$ cat config.mk
export PLATFORM = sky130hd
export DESIGN_NAME = instr_mem_loader_flat
export DESIGN_NICKNAME = d
export VERILOG_FILES = /design/src/rtl/instr_mem_loader_pkg.sv /design/src/rtl/instr_mem_loader_if.sv /design/src/rtl/instr_mem_loader_byte_packer.sv /design/src/rtl/instr_mem_loader.sv /design/src/flat_wrapper.sv
export SDC_FILE = /design/constraint.sdc
export NUM_CORES = 1
export LEC_CHECK = 0
export CAP_MARGIN = 0
export CORE_UTILIZATION = 49
export CTS_CLUSTER_DIAMETER = 80
export DETAILED_ROUTE_END_ITERATION = 8
export PLACE_DENSITY = 0.92
export SYNTH_ARGS = -nofsm -noshare
export SYNTH_HDL_FRONTEND = slang
export SYNTH_SLANG_ARGS = --single-unit
$ cat constraint.sdc
create_clock -name clk -period 2.52 [get_ports clk]
set_input_delay 0.756 -clock clk [delete_from_list [all_inputs] [get_ports clk]]
set_output_delay 0.756 -clock clk [all_outputs]
set_load 0.01 [all_outputs]
$ cat src/rtl/instr_mem_loader_pkg.sv
// Shared definitions for the instruction memory loader: FSM states and sizing defaults.
package instr_mem_loader_pkg;

  localparam int PROG_LEN_MAX_DEFAULT = 256;
  localparam int CNT_W_DEFAULT        = 16;
  localparam int WORD_BYTES           = 4;
  localparam int INSTR_W              = 32;

  typedef enum logic [2:0] {
    ST_IDLE    = 3'd0,
    ST_LOAD    = 3'd1,
    ST_WRITE   = 3'd2,
    ST_RELEASE = 3'd3,
    ST_RUN     = 3'd4
  } state_t;

endpackage

$ cat src/rtl/instr_mem_loader_if.sv
// Host byte stream, instruction memory write port and core start-up controls of the loader.
interface instr_mem_loader_if
  import instr_mem_loader_pkg::*;
#(
  parameter int CNT_W = CNT_W_DEFAULT
) ();

  logic               start;
  logic [CNT_W-1:0]   word_count;
  logic [7:0]         byte_in;
  logic               byte_valid;
  logic               byte_ready;
  logic [INSTR_W-1:0] instr_addr;
  logic [INSTR_W-1:0] instr_data;
  logic               instr_write;
  logic               instr_read;
  logic               initializing;
  logic               pc_reset;
  logic               pc_write;
  logic               done;
  logic               error;

  modport master (
    output start, word_count, byte_in, byte_valid,
    input  byte_ready, instr_addr, instr_data, instr_write, instr_read,
           initializing, pc_reset, pc_write, done, error
  );

  modport slave (
    input  start, word_count, byte_in, byte_valid,
    output byte_ready, instr_addr, instr_data, instr_write, instr_read,
           initializing, pc_reset, pc_write, done, error
  );

endinterface

$ cat src/rtl/instr_mem_loader_byte_packer.sv
// Packs a byte stream MSB-first into 32-bit words; word_valid flags the 4th byte of each word.
module instr_mem_loader_byte_packer
  import instr_mem_loader_pkg::*;
(
  input  logic               clk,
  input  logic               reset,
  input  logic               clear,
  input  logic               shift_en,
  input  logic [7:0]         byte_in,
  output logic [INSTR_W-1:0] word,
  output logic               word_valid
);

  logic [1:0]         cnt_q, cnt_d;
  logic [INSTR_W-1:0] word_q, word_d;

  always_ff @(posedge clk) begin
    if (reset) begin
      cnt_q  <= 2'd0;
      word_q <= '0;
    end else begin
      cnt_q  <= cnt_d;
      word_q <= word_d;
    end
  end

  // Shifting left puts the first byte of a word in bits [31:24] once all four are in.
  always_comb begin
    cnt_d  = cnt_q;
    word_d = word_q;
    if (clear) begin
      cnt_d  = 2'd0;
      word_d = '0;
    end else if (shift_en) begin
      cnt_d  = cnt_q + 2'd1;
      word_d = {word_q[INSTR_W-9:0], byte_in};
    end
  end

  assign word       = word_q;
  assign word_valid = shift_en && !clear && (cnt_q == 2'd3);

endmodule

$ cat src/rtl/instr_mem_loader.sv
// Loads a byte-streamed program into instruction memory, then releases the PC to the core.
module instr_mem_loader
  import instr_mem_loader_pkg::*;
#(
  parameter int PROG_LEN_MAX = PROG_LEN_MAX_DEFAULT,
  parameter int CNT_W        = CNT_W_DEFAULT
) (
  input  logic              clk,
  input  logic              reset,
  instr_mem_loader_if.slave bus
);

  localparam logic [CNT_W-1:0] MAX_COUNT = CNT_W'(PROG_LEN_MAX);

  state_t             state_q, state_d;
  logic [CNT_W-1:0]   idx_q, idx_d;
  logic [CNT_W-1:0]   count_q, count_d;
  logic [CNT_W-1:0]   idx_inc;
  logic               error_q, error_d;
  logic               load_xfer;
  logic               pack_clear;
  logic               word_valid;
  logic [INSTR_W-1:0] packed_word;

  assign load_xfer = (state_q == ST_LOAD) && bus.byte_valid;
  assign idx_inc   = idx_q + CNT_W'(1);

  instr_mem_loader_byte_packer u_packer (
    .clk        (clk),
    .reset      (reset),
    .clear      (pack_clear),
    .shift_en   (load_xfer),
    .byte_in    (bus.byte_in),
    .word       (packed_word),
    .word_valid (word_valid)
  );

  always_ff @(posedge clk) begin
    if (reset) begin
      state_q <= ST_IDLE;
      idx_q   <= '0;
      count_q <= '0;
      error_q <= 1'b0;
    end else begin
      state_q <= state_d;
      idx_q   <= idx_d;
      count_q <= count_d;
      error_q <= error_d;
    end
  end

  always_comb begin
    state_d    = state_q;
    idx_d      = idx_q;
    count_d    = count_q;
    error_d    = error_q;
    pack_clear = 1'b0;
    case (state_q)
      ST_IDLE: begin
        if (bus.start) begin
          if (bus.word_count == '0) begin
            state_d = ST_RELEASE;
          end else if (bus.word_count > MAX_COUNT) begin
            error_d = 1'b1;
          end else begin
            count_d    = bus.word_count;
            idx_d      = '0;
            pack_clear = 1'b1;
            state_d    = ST_LOAD;
          end
        end
      end
      ST_LOAD: begin
        if (word_valid) state_d = ST_WRITE;
      end
      ST_WRITE: begin
        idx_d   = idx_inc;
        state_d = (idx_inc == count_q) ? ST_RELEASE : ST_LOAD;
      end
      ST_RELEASE: state_d = ST_RUN;
      ST_RUN:     state_d = ST_RUN;
      default:    state_d = ST_IDLE;
    endcase
  end

  // Every output is a decode of registered state, so nothing on the byte input reaches them.
  always_comb begin
    bus.byte_ready   = 1'b0;
    bus.instr_addr   = '0;
    bus.instr_data   = '0;
    bus.instr_write  = 1'b0;
    bus.instr_read   = 1'b0;
    bus.initializing = 1'b1;
    bus.pc_reset     = 1'b1;
    bus.pc_write     = 1'b0;
    bus.done         = 1'b0;
    bus.error        = error_q;
    case (state_q)
      ST_LOAD: bus.byte_ready = 1'b1;
      ST_WRITE: begin
        bus.instr_write = 1'b1;
        bus.instr_addr  = INSTR_W'({idx_q, 2'b00});
        bus.instr_data  = packed_word;
      end
      ST_RUN: begin
        bus.initializing = 1'b0;
        bus.pc_reset     = 1'b0;
        bus.pc_write     = 1'b1;
        bus.instr_read   = 1'b1;
        bus.done         = 1'b1;
      end
      default: ;
    endcase
  end

endmodule
$ cat src/flat_wrapper.sv
// flat-port wrapper written by rule: the top's interface ports become plain ports
module instr_mem_loader_flat import instr_mem_loader_pkg::*;
#(
  parameter int PROG_LEN_MAX = PROG_LEN_MAX_DEFAULT,
  parameter int CNT_W        = CNT_W_DEFAULT
)
  (clk, reset, bus_start, bus_word_count, bus_byte_in, bus_byte_valid, bus_byte_ready, bus_instr_addr, bus_instr_data, bus_instr_write, bus_instr_read, bus_initializing, bus_pc_reset, bus_pc_write, bus_done, bus_error);
  instr_mem_loader_if #(.CNT_W(CNT_W)) bus_i ();
  input  logic clk;
  input  logic reset;
  input wire logic [$bits(bus_i.start)-1:0] bus_start;
  input wire logic [$bits(bus_i.word_count)-1:0] bus_word_count;
  input wire logic [$bits(bus_i.byte_in)-1:0] bus_byte_in;
  input wire logic [$bits(bus_i.byte_valid)-1:0] bus_byte_valid;
  output wire logic [$bits(bus_i.byte_ready)-1:0] bus_byte_ready;
  output wire logic [$bits(bus_i.instr_addr)-1:0] bus_instr_addr;
  output wire logic [$bits(bus_i.instr_data)-1:0] bus_instr_data;
  output wire logic [$bits(bus_i.instr_write)-1:0] bus_instr_write;
  output wire logic [$bits(bus_i.instr_read)-1:0] bus_instr_read;
  output wire logic [$bits(bus_i.initializing)-1:0] bus_initializing;
  output wire logic [$bits(bus_i.pc_reset)-1:0] bus_pc_reset;
  output wire logic [$bits(bus_i.pc_write)-1:0] bus_pc_write;
  output wire logic [$bits(bus_i.done)-1:0] bus_done;
  output wire logic [$bits(bus_i.error)-1:0] bus_error;
  assign bus_i.start = bus_start;
  assign bus_i.word_count = bus_word_count;
  assign bus_i.byte_in = bus_byte_in;
  assign bus_i.byte_valid = bus_byte_valid;
  assign bus_byte_ready = bus_i.byte_ready;
  assign bus_instr_addr = bus_i.instr_addr;
  assign bus_instr_data = bus_i.instr_data;
  assign bus_instr_write = bus_i.instr_write;
  assign bus_instr_read = bus_i.instr_read;
  assign bus_initializing = bus_i.initializing;
  assign bus_pc_reset = bus_i.pc_reset;
  assign bus_pc_write = bus_i.pc_write;
  assign bus_done = bus_i.done;
  assign bus_error = bus_i.error;
  instr_mem_loader #(.PROG_LEN_MAX(PROG_LEN_MAX), .CNT_W(CNT_W)) u_core (.clk(clk), .reset(reset), .bus(bus_i));
endmodule
-- Word-level counts from Yosys, hierarchy flattened
Cells that the tools add are included.
- output and inout port bits: 72
- memory bits (writable): 0
- memories: 0
- ROM bits: 0
- register bits after elaboration: 70
- bits of input ports: 28
- bits in latches: 0
- logic and storage cells: 55
- multipliers: 0
- reductions and logical operators: 13
- order comparisons: 1
- bitwise gates (word level): 2
- add/sub/neg operators: 2
- mux-type cells: 20
- shift-type cells: 0
- divide/modulo/power cells: 0
- equality and inequality tests: 11
- operator list (cell ; count):
    $mux 16 ; 3
    $mux 32 ; 1
    $pmux 16 s2 ; 1
    $mux 18 ; 1
    $add 16x1->16 const B ; 1
    $eq 16x16->1 ; 1
    $gt 16x9->1 const B ; 1
    $logic_not 16->1 ; 1
    $mux 3 ; 4
    $pmux 3 s4 ; 1
    $reduce_and 4->1 ; 3
    $mux 1 ; 8
    $ne 2x2->1 const B ; 4
    $eq 3x2->1 const B ; 2
    $reduce_or 2->1 ; 2
    $eq 3x1->1 const B ; 1
    $eq 3x3->1 const B ; 1
    $logic_and 1x1->1 ; 3
    $logic_not 3->1 ; 1
    $ne 3x2->1 const B ; 1
    $reduce_and 3->1 ; 1
    $add 2x1->2 const B ; 1
    $eq 2x2->1 const B ; 1
    $mux 2 ; 1
    other kinds (3) ; 4

-- Logic depth before layout (Yosys ltp)
Gate-level depths: netlist of run 1.
- depth after elaboration: 10
- gate-level depth with buffers: 8
- mapped depth without buffers: 7

-- Modules after synthesis
A second synthesis of run 1 with hierarchy kept.
- cell total of the unflattened synthesis: 457
- area total of the unflattened synthesis: 3915.0 um^2
- by module, submodules not included (module ; area each (um^2) ; times used ; sequential area each (um^2) ; cells each):
    instr_mem_loader ; 2638.8 ; 1 ; 720.7 ; 344
    instr_mem_loader_byte_packer ; 1276.2 ; 1 ; 680.7 ; 113

-- Least setup slack after synthesis of run 1
OpenSTA, ideal clock, no wires.
- kind: register -> output
- start point: register u_core.state_q[0]
- end point: output port bus_instr_addr[10]
- path buffers: 3
- cell stages (with the launch flop): 7
- arrival: 1610 ps
- setup slack: 154 ps
- required time: 1764 ps
- cell sequence: dfxtp_1 > buf_6 > or3b_4 > inv_1 > clkbuf_1 > clkbuf_1 > and2_1
- cells in the longest elaborated chain, start to end: 2
- ends and longest elaborated chain (what ; line ; RTL):
    from (decl) ; instr_mem_loader.sv:15 ; state_t state_q, state_d;
    from (signal assigned) ; instr_mem_loader.sv:45 ; state_q <= state_d;
    $eq 3x2->1 ; instr_mem_loader.sv:98 ; case (state_q)
    $mux 18 ; instr_mem_loader.sv:98 ;
    to (decl) ; flat_wrapper.sv:16 ; output wire logic [$bits(bus_i.instr_addr)-1:0] bus_instr_addr;
No other way between the ends.

-- Final worst setup path of run 1
- start point: register u_core.state_q[1]
- end point: output port bus_instr_data[8]
- cells in the longest elaborated chain, start to end: 2
- ends and longest elaborated chain (what ; line ; RTL):
    $eq 3x2->1 ; instr_mem_loader.sv:98 ;
    $mux 32 ; instr_mem_loader.sv:98 ;
    to (decl) ; flat_wrapper.sv:17 ; output wire logic [$bits(bus_i.instr_data)-1:0] bus_instr_data;
No other way between the ends.

==> metrics.md, run 1 <==
| Metric | Value |
|---|---|
| Status | complete, but fails checks |
| Failing checks | negative setup slack |
| Int Pwr | around 1.7 mW |
| Cell repeated most along the worst path | buf_6 |
| Slew Viols, Final | 0 |
| Clk buf depth | 2 |
| Die Y | just under 90 µm |
| Core Box Area | 7330 µm² |
| Largest net degree at the start of global routing | 35 |
| Max-Cap Viols | 0 |
| Post-Route Setup TNS | -0.311 ns |
| Logic pwr share | 4.6% |
| Worst path slowest cell | or3b_4 |
| Sequential-to-total area share from yosys stat | 37.3% |
| Crit-path cells | or3b_4 -> inv_8 -> buf_6 -> buf_12 -> buf_6 -> and2_4 -> buf_6 |
| Worst hold path class | reg2reg |
| Hold Vio Cnt, Final | 0 |
| Levels on crit path | 7 |
| First-pass GRT wire length | 15.5 mm |
| Synth warn | 0 |
| Wl on met1 | approximately 4 mm |
| TritonCTS Buffers | 9 |
| Cell row count | 31 |
| CP Data Required Time | ~1.8 ns |
| Final HPWL DP | 6.19 mm |
| P&R area growth vs syn | 34.2% |
| IO Port Bufs | 83 |
| Number of flops mapped to enable cells by yosys | 0 |
| Vias | 3,731 |
| H-Tree Depth | 3 |
| Final worst path period share | 103% |
| I/O pin count | 100 |
| Pwr Density | 449 nW/µm² |
| Vias per inst | 5.59 |
| Synth top area share | a little under two fifths |
| Reg-to-Reg End | u_core.state_q[1] |
| Top_reg_cell synth | dfxtp_1 |
| Critical Path Start | u_core.state_q[1] |
| Place WS | -0.222 ns |
| Maximum vdd ir drop | 407 µV |
| WP buf/inv | 5 |
| Worst r2r src | u_core.state_q[1] |
| CP top delay family | simple AND/OR/NAND/NOR gates |
| Initial antenna violation count | 0 |
| Final worst-path setup slack | -0.0642 ns |
| Drt pass-1 iters | 5 |
| # diodes | 0 |
| Final instance area | 5040 µm² |
| Fillcell total | 503 |
| Post-synthesis cell type count | just over 50 |
| Final core utilization | 68.7% |
| Per-cell routed wire length | 16.3 µm |
| Post-CTS Hold Buffers | 0 |
| Vias in the first global route | 3,324 |
| Leading post-synthesis cells by cell area | dfxtp_1 (37%), and2_1 (9.7%), nand2_1 (7.9%) |
| Worst-Skew Late Latency | 0.36 ns |
| RSZ-0062 raised after global routing | yes |
| Register clock-pin slew on the reported worst setup and hold paths | 0.09 ns |
| P_sw | 0.529 mW |
| Crit path DAT | 1.83 ns |
| Share of layout cells above drive strength 1 | 22.9% |
| CTS Root Buffer Type | clkbuf_8 |
| Min Tclk post-route | about 2.6 ns |
| Die W | 89.5 µm |
| Yosys top cell by area | dfxtp_1 |
| DP Area | 4650 µm² |
| Clock Power Share | 46.4% |
| Crit Path Category | reg2out |
| GPL Wtd Cong | 0.985 |
| Initial core utilization | 51.2% |
| Register share of total power | 49.0% |
| First DRT Iteration DRCs | 275 |
| R2R cell count | 8 |
| Endpoints failing setup | 7 |
| Gr ovfl total | 0 |
| Drt total wl | 10.9 mm |
| DR top layer | met4 |
| Synth Cell Area | 3750 µm² |
| Nets | 593 |
| Flops & latches, synth | 70 |
| Max incr delay on CP | 0.42 ns |
| Avg Cell Area, Syn | 7.93 µm² |
| Post-synth ARST share | 0% |
| Switching fraction of total power | 23.4% |
| Critical path destination | bus_instr_data[8] |
| Tot GR Track Use | roughly 26% |
| Die area | 8010 µm² |
| Drt drc | 0 |
| Final ANT Viol Nets | 0 |
| Crit. End Element | primary output |
| WL met2 | about 5.5 mm |
| Post-synthesis cell count | 473 |
| Max FO, Critical Path | 6 |
| R2r setup slk | 0.24 ns |
| Met3 Routed Length | a little under 800 µm |
| Critical Path Start Type | flop |
| Final clock skew | 0.0100 ns |
| CTS tree | built |
| Leak pwr | 2.10 nW |
| Maximum clock rate | 0.387 GHz |
| CTS sink count | 70 |
[power groups by stage]
stage	logic, mW	registers [mW]	clock network [mW]
after global routing	0.112	1.11	1.11
after detailed placement	0.0997	1.13	0
final	0.104	1.11	1.05
after floorplan	0.0559	1.13	0
after global placement	0.0986	1.13	0
after CTS	0.100	1.11	1.04
[cell usage after synthesis (3+ instances only)]
cell type  instances
a21oi_1           53
dfxtp_1           70
clkbuf_2           3
nand4_1            3
nor2_1            34
and3_1             4
mux2i_1            9
inv_1              3
xor2_1            11
buf_2              7
xnor2_1           11
a211oi_1           5
clkbuf_1          19
nor4_1             4
nor3_1             3
buf_4             21
a31oi_1            6
nand2_1           79
o21ai_0           14
nand3_1            6
nand3b_1           3
nor2b_1            4
and4_1             3
or3_1              5
and2_1            58
buf_6              5
[final cells by class]
type                            count  area (µm²)  share of cell area (%)
Multi-Input combinational cell    360        2130                    42.2
Timing Repair Buffer              119        1140                    22.6
Clock buffer                        9         124                    2.46
Sequential cell                    70        1400                    27.8
Tap cell                           99         124                    2.46
Inverter                            3        18.8                   0.373
Clock inverter                      7         105                    2.09
[what timing repair did]
action                     CTS  global route
pin swaps                    0             1
setup endpoints to repair   49            68
buffers inserted             4             4
cloned                       3             1
gates resized for setup    145            86
[stage by stage]
| stage | total power [mW] | hold slack [ns] | instances |
|---|---|---|---|
| after floorplan | 1.19 | 0.429 | 488 |
| after global placement | 1.23 | 0.442 | 639 |
| after detailed placement | 1.23 | 0.446 | 639 |
| after CTS | 2.25 | 0.457 | 662 |
| after global routing | 2.33 | 0.493 | 667 |
| final | 2.26 | 0.463 | 667 |
[cell usage in the layout (no fill, tap or decap), types with 9 or more instances in the layout]
| cell type | n |
|---|---|
| clkdlybuf4s50_1 | 30 |
| xor2_1 | 11 |
| a21oi_1 | 53 |
| clkbuf_2 | 9 |
| dfxtp_1 | 69 |
| nand2_1 | 78 |
| buf_6 | 18 |
| xnor2_1 | 11 |
| conb_1 | 16 |
| o21ai_0 | 14 |
| and2_1 | 38 |
| nor2_1 | 32 |
| and2_4 | 20 |
| buf_2 | 20 |
| buf_4 | 23 |
| clkbuf_8 | 9 |
| mux2i_1 | 9 |
[worst register-to-register path, cell delays in order (launching register included)]
cell,delay (ns)
dfxtp_2,0.34
or3b_4,0.42
buf_4,0.16
buf_6,0.16
a2111oi_4,0.22
o21ai_1,0.14
nor4_1,0.29
o2111ai_1,0.22
a211oi_2,0.24
[how the worst min path moves through the flow]
stage,startpoint,end,slack [ns],depth (start not counted)
6_report,u_core.u_packer.word[3],u_core.u_packer.word[11],0.46,2
5_1_grt,u_core.u_packer.word[13],u_core.u_packer.word[13],0.49,2
4_1_cts,u_core.u_packer.word[24],u_core.u_packer.word[24],0.46,2
3_5_place_dp,u_core.u_packer.word[24],u_core.u_packer.word[24],0.45,2
3_3_place_gp,u_core.u_packer.word[31],u_core.u_packer.word[31],0.44,2
2_1_floorplan,u_core.u_packer.word[24],u_core.u_packer.word[24],0.43,2
[state kept, by name (all words and copies together), names as in the netlist]
name                   flops
u_core.bus.error           1
u_core.count_q            16
u_core.idx_q              16
u_core.state_q             3
u_core.u_packer.cnt_q      2
u_core.u_packer.word      32
[per-layer routing]
| metal | GRT usage (%) | up-vias |
|---|---|---|
| met4 | 14.3 | 0 |
| li1 | - | 1744 |
| met1 | 30.4 | 1739 |
| met2 | 43.9 | 206 |
| met5 | 0 | - |
| met3 | 6.00 | 42 |
[logic make-up after synthesis]
kind of cell,Yosys count,synth area share [%]
simple gates,219,30.4
compound gates,92,14.7
flops,70,37.3
buf+inv,58,9.24
xor+xnor,22,5.13
mux,9,2.40
fa+ha+maj,2,0.667
other cells,1,0.0999
(Power assumes the default switching activity.)
==> run 2, diff against run 1 <==
- CORE_ASPECT_RATIO: not set -> 0.6
==> metrics.md, run 2 (synthesis results as in run 1) <==
| Metric | Value |
|---|---|
| Status | finished, final reports clean (was complete, but fails checks) |
| GPL Wtd Cong | 0.883 (was 0.985) |
| Most common cell after layout, fill and taps aside | nand2_1 (unchanged) |
| Gr ovfl total | 0 (unchanged) |
| Drt total wl | 9.71 mm (was 10.9 mm) |
| Crit path DAT | 1.71 ns (was 1.83 ns) |
| I/O pin count | 100 (unchanged) |
| P&R area growth vs syn | 29.5% (was 34.2%) |
| Clock Power Share | 56.8% (was 46.4%) |
| Final worst path period share | 97.8% (was 103%) |
| Pwr Total | 2.79 mW (was 2.26 mW) |
| Leak pwr | 1.97 nW (was 2.10 nW) |
| DP Area | 4610 µm² (was 4650 µm²) |
| Register share of total power | 39.7% (was 49.0%) |
| H-Tree Depth | 3 (unchanged) |
| Post-CTS Hold Buffers | 0 (unchanged) |
| Vias in the first global route | 3,191 (was 3,324) |
| Crit. End Element | primary output (unchanged) |
| Final ANT Viol Nets | 0 (unchanged) |
| Most frequent cells in the layout | nand2_1 (78), dfxtp_1 (70), and2_1 (58) (was nand2_1 (78), dfxtp_1 (69), a21oi_1 (53)) |
| Multi-input logic area | 2070 µm² (was 2130 µm²) |
| CP Data Required Time | 1.76 ns (about the same) |
| Slew Viols, Final | 0 (unchanged) |
| CTS tree | built (unchanged) |
| Clk buf depth | 2 (unchanged) |
| Largest net degree at the start of global routing | 35 (unchanged) |
| Share of layout cells above drive strength 1 | 14.4% (was 22.9%) |
| Die Y | 69.8 µm (was 89.5 µm) |
| Register clock-pin slew on the reported worst setup and hold paths | 0.05 ns (was 0.09 ns) |
| # diodes | 0 (unchanged) |
| Initial core utilization | 51.2% (about the same) |
| Drt drc | 0 (unchanged) |
| Vias per inst | 5.29 (was 5.59) |
| Maximum clock rate | 0.406 GHz (was 0.387 GHz) |
| Setup repair bufs after CTS | 0 (was 4) |
| Switching fraction of total power | 18.4% (was 23.4%) |
| Final HPWL DP | 6.71 mm (was 6.19 mm) |
| Max-Cap Viols | 0 (unchanged) |
| First DRT Iteration DRCs | 311 (was 275) |
| Min Tclk post-route | 2.47 ns (was 2.58 ns) |
| Per-cell routed wire length | 14.8 µm (was 16.3 µm) |
| Drt pass-1 iters | 5 (unchanged) |
| Worst hold path class | reg2reg (unchanged) |
| Initial antenna violation count | 0 (unchanged) |
| Reg area | 1400 µm² (about the same) |
| Fillcell total | 602 (was 503) |
| Vias | 3,461 (was 3,731) |
| Pwr Density | 575 nW/µm² (was 449 nW/µm²) |
| Endpoints failing setup | 0 (was 7) |
| Die W | 115 µm (was 89.5 µm) |
| Logic pwr share | 3.5% (was 4.6%) |
| Core Box Area | 7330 µm² (about the same) |
| CTS sink count | 70 (unchanged) |
| Int Pwr | 2.28 mW (was 1.73 mW) |
| Crit Path Category | reg2out (unchanged) |
| Place WS | -0.239 ns (was -0.222 ns) |
| Die area | 8020 µm² (was 8010 µm²) |
| Final instance area | 4860 µm² (was 5040 µm²) |
| Max FFs per register | 32 (unchanged) |
| Nets | 575 (was 593) |
| Critical Path Start Type | flop (unchanged) |
| Hold Vio Cnt, Final | 0 (unchanged) |
| Final worst-path setup slack | 0.0542 ns (was -0.0642 ns) |
| CTS Root Buffer Type | clkbuf_16 (was clkbuf_8) |
| RSZ-0062 raised after global routing | yes (unchanged) |
| Worst-Skew Late Latency | 0.33 ns (was 0.36 ns) |
| Hold slack final | 0.448 ns (was 0.463 ns) |
| Maximum vdd ir drop | 336 µV (was 407 µV) |
| Max FO, Critical Path | 29 (was 6) |
| IO Port Bufs | 83 (unchanged) |
| P_sw | 0.514 mW (was 0.529 mW) |
| Worst-Margin Slew | 0.623 ns |
| Tot GR Track Use | 25.3% (was 26.0%) |
| First-pass GRT wire length | 15.7 mm (was 15.5 mm) |
| Cell row count | 24 (was 31) |
| Slew headroom | 57.9% |
| Final clock skew | 0.00546 ns (was 0.0100 ns) |
| TritonCTS Buffers | 9 (unchanged) |
## run 2: cell types whose count changed in the layout (fill, tap and decap cells not counted), moves of 3 or more
cell,before,now
clkdlybuf4s15_1,5,15
buf_6,18,1
clkbuf_16,1,9
clkbuf_2,9,32
and2_1,38,58
clkbuf_8,9,2
buf_2,20,0
and2_4,20,0
buf_16,3,0
buf_4,23,14
## run 2: layer usage
metal / up-vias / part of all wire [%] / track usage, %
met4: 0 / 0.99 / 8.66
met1: 1606 / 45 / 34.5
met3: 6 / 8.2 / 6.47
met2: 153 / 46 / 38.8
li1: 1696 / - / -
met5: - / 0 / 0
## run 2: worst paths after layout
kind / from / to / slack, ns / cells after the start
setup reg to reg: u_core.idx_q[0] / u_core.state_q[1] / 0.20 / 7
hold / removal: u_core.u_packer.word[28] / u_core.u_packer.word[28] / 0.45 / 2
hold reg to reg: u_core.u_packer.word[28] / u_core.u_packer.word[28] / 0.45 / 2
setup / recovery: u_core.state_q[0] / bus_instr_data[18] / 0.05 / 5
## run 2: repair_timing
action,4_1_cts,5_1_grt
cloned,0,0
setup endpoints to repair,49,64
gates resized for setup,54,87
pin swaps,0,5
## run 2: worst max-delay path, stage by stage (launching register included)
cell             delay [ns]
dfxtp_1                0.32
or3b_4                 0.42
inv_4                  0.10
buf_12                 0.16
and2_1                 0.14
clkdlybuf4s15_1        0.23
## run 2: power groups by stage
stage / Clock (mW) / Combinational [mW] / Sequential [mW]
after floorplan: 0 / 0.0559 / 1.13
after global placement: 0 / 0.0938 / 1.13
after global routing: 1.65 / 0.103 / 1.11
after CTS: 1.60 / 0.0950 / 1.11
after detailed placement: 0 / 0.0947 / 1.13
final: 1.59 / 0.0965 / 1.11
## run 2: per-stage QoR
| stage | TNS [ns] | instances | util (%) |
|---|---|---|---|
| after global placement | -8.33 | 638 | 62.9 |
| after CTS | 0 | 654 | 67.4 |
| final | 0 | 654 | 66.3 |
| after floorplan | 0 | 488 | - |
| after global routing | -0.0313 | 654 | 66.3 |
| after detailed placement | -12.53 | 638 | 62.9 |
## run 2: area by class of cell
class / instances / area share, %
clock buffer: 11 / 5.20
inverter: 3 / 0.283
multi-input combinational: 360 / 42.7
tap: 104 / 2.68
timing repair buffer: 101 / 17.6
sequential: 70 / 28.8
clock inverter: 5 / 2.65
==> run 3, diff against run 2 <==
- CORE_UTILIZATION: 49 -> 32
- PLACE_DENSITY: 0.92 -> 0.68
==> metrics.md, run 3 (synthesis results as in run 1) <==
| Metric | Value |
|---|---|
| Status | finished, final reports clean (unchanged) |
| RSZ-0062 raised after global routing | no (was yes) |
| Pwr Total | 2.69 mW (was 2.79 mW) |
| Leak pwr | 2.01 nW (was 1.97 nW) |
| Max incr delay on CP | 0.43 ns (was 0.42 ns) |
| Reg area | 1400 µm² (unchanged) |
| Drt total wl | 10.7 mm (was 9.71 mm) |
| Max FO, Critical Path | 15 (was 29) |
| Post-route insts no fill | 719 (was 654) |
| Initial antenna violation count | 0 (unchanged) |
| CTS Root Buffer Type | clkbuf_16 (unchanged) |
| Pwr Density | 532 nW/µm² (was 575 nW/µm²) |
| Final HPWL DP | 7.62 mm (was 6.71 mm) |
| Final worst path period share | 96.7% (was 97.8%) |
| R2r setup slk | 0.22 ns (was 0.20 ns) |
| Max-Cap Viols | 0 (unchanged) |
| Die area | 12,200 µm² (was 8020 µm²) |
| First-pass GRT wire length | 16.6 mm (was 15.7 mm) |
| Maximum vdd ir drop | 397 µV (was 336 µV) |
| Most frequent cells in the layout | nand2_1 (79), dfxtp_1 (70), and2_1 (58) (was nand2_1 (78), dfxtp_1 (70), and2_1 (58)) |
| P&R area growth vs syn | 34.6% (was 29.5%) |
| TritonCTS Buffers | 9 (unchanged) |
| Slew Viols, Final | 0 (unchanged) |
| Hold slack final | 0.461 ns (was 0.448 ns) |
| CTS sink count | 70 (unchanged) |
| Crit. End Element | primary output (unchanged) |
| Final instance area | 5050 µm² (was 4860 µm²) |
| CP Data Required Time | 1.76 ns (about the same) |
| Final ANT Viol Nets | 0 (unchanged) |
| DP Area | 4740 µm² (was 4610 µm²) |
| Cell count after placement | 701 (was 638) |
| Hold EP | u_core.u_packer.word[30] (was u_core.u_packer.word[28]) |
| Hold Vio Cnt, Final | 0 (unchanged) |
| Crit Path Category | reg2out (unchanged) |
| Setup repair bufs after CTS | 0 (unchanged) |
| Final clock skew | 0.00790 ns (was 0.00546 ns) |
| Per-cell routed wire length | 14.9 µm (was 14.8 µm) |
| First DRT Iteration DRCs | 243 (was 311) |
| GPL Wtd Cong | 0.847 (was 0.883) |
| Die Y | 85.9 µm (was 69.8 µm) |
| R2R cell count | 6 (was 7) |
| Core Box Area | 11,400 µm² (was 7330 µm²) |
| Clk buf depth | 2 (unchanged) |
| Crit-path cells | or3b_4 -> inv_8 -> buf_12 -> and2_1 -> clkdlybuf4s15_1 (was or3b_4 -> inv_4 -> buf_12 -> and2_1 -> clkdlybuf4s15_1) |
| Fillcell total | 1,136 (was 602) |
| Nets | 584 (was 575) |
| Maximum clock rate | 0.411 GHz (was 0.406 GHz) |
| Gr ovfl total | 0 (unchanged) |
| Endpoints failing setup | 0 (unchanged) |
| Crit path DAT | 1.68 ns (was 1.71 ns) |
| Vias per inst | 4.85 (was 5.29) |
| Worst r2r src | u_core.idx_q[3] (was u_core.idx_q[0]) |
| Worst Hold Depth | 2 (unchanged) |
| Drt pass-1 iters | 4 (was 5) |
| I/O pin count | 100 (unchanged) |
| Cell row count | 30 (was 24) |
| Worst Hold Launch | u_core.u_packer.word[30] (was u_core.u_packer.word[28]) |
| Share of layout cells above drive strength 1 | 18.4% (was 14.4%) |
| H-Tree Depth | 3 (unchanged) |
| Vias | 3,488 (was 3,461) |
| Initial core utilization | 33.0% (was 51.2%) |
| Critical Path Start Type | flop (unchanged) |
| Post-CTS Hold Buffers | 0 (unchanged) |
| Worst-Skew Late Latency | 0.33 ns (about the same) |
| Worst hold path class | reg2reg (unchanged) |
| CTS tree | built (unchanged) |
| Multi-input logic area | 2120 µm² (was 2070 µm²) |
| Min Tclk post-route | 2.44 ns (was 2.47 ns) |
| Largest net degree at the start of global routing | 35 (unchanged) |
| Most common cell after layout, fill and taps aside | nand2_1 (unchanged) |
| # diodes | 0 (unchanged) |
| IO Port Bufs | 83 (unchanged) |
| Die W | 142 µm (was 115 µm) |
| Register clock-pin slew on the reported worst setup and hold paths | 0.06 ns (was 0.05 ns) |
| Max FFs per register | 32 (unchanged) |
| Worst path slowest cell | or3b_4 (unchanged) |
| Vias in the first global route | 3,131 (was 3,191) |
| Tot GR Track Use | 17.8% (was 25.3%) |
| Reg-to-Reg End | u_core.state_q[1] (unchanged) |
| Drt drc | 0 (unchanged) |
[run 3: changes by cell type in the layout (fill, tap and decap cells not counted), sizes merged]
cell and delta:
clkdlybuf4s15 -4, clkinv +1, clkdlybuf4s50 +1, bufinv -1
buf +9, clkbuf +2, clkinvlp +2, dlymetal6s2s -1
[run 3: where the power goes]
| part | switching, mW | total, mW | internal (mW) |
|---|---|---|---|
| Sequential | 0.00120 | 1.11 | 1.11 |
| Clock | 0.498 | 1.47 | 0.970 |
| Combinational | 0.0534 | 0.112 | 0.0585 |
[run 3: timing repair]
action,CTS,global route
setup endpoints to repair,56,104
gates cloned,1,1
pin swaps,0,1
resized for setup,63,98
[run 3: area by class of cell]
cell class,instances,share of cell area (%)
clock inverters,7,2.43
inverters,3,0.372
well taps,160,3.96
repair buffers,110,19.0
flip-flops and latches,70,27.8
multi-input cells,360,42.1
clock buffers,9,4.46
[run 3: critical path: cells and delay by family, from the launching register on]
family | cells | cell delay, ns
AND/OR/NAND/NOR | 2 | 0.56
flip-flops | 1 | 0.31
buffers and inverters | 3 | 0.47
[run 3: layer usage]
metal | up-vias | GRT usage (%) | routed length, µm
met3 | 8 | 4.69 | 710
met5 | - | 0 | 0
met2 | 121 | 23.2 | 4220
met1 | 1639 | 27.7 | 5700
li1 | 1720 | - | -
met4 | 0 | 5.08 | 112
[run 3: worst max-delay path by stage]
stage / from / to / slack [ns]
after floorplan: u_core.state_q[0] / bus_instr_addr[10] / 0.15
after global placement: bus_word_count[0] / u_core.count_q[13] / -0.40
after detailed placement: bus_word_count[0] / u_core.count_q[11] / -0.38
after CTS: u_core.state_q[1] / bus_instr_addr[3] / -0.004
after global routing: u_core.state_q[1] / bus_instr_data[31] / 0.001
final: u_core.state_q[0] / bus_instr_data[29] / 0.08
[run 3: stage by stage]
step / setup TNS [ns] / utilization [%] / worst slack [ns]
after detailed placement: -16.36 / 41.7 / -0.381
final: 0 / 44.4 / 0.0840
after floorplan: 0 / - / 0.154
after global routing: 0 / 44.4 / 0.00142
after CTS: -0.00392 / 44.6 / -0.00361
after global placement: -16.36 / 41.7 / -0.402
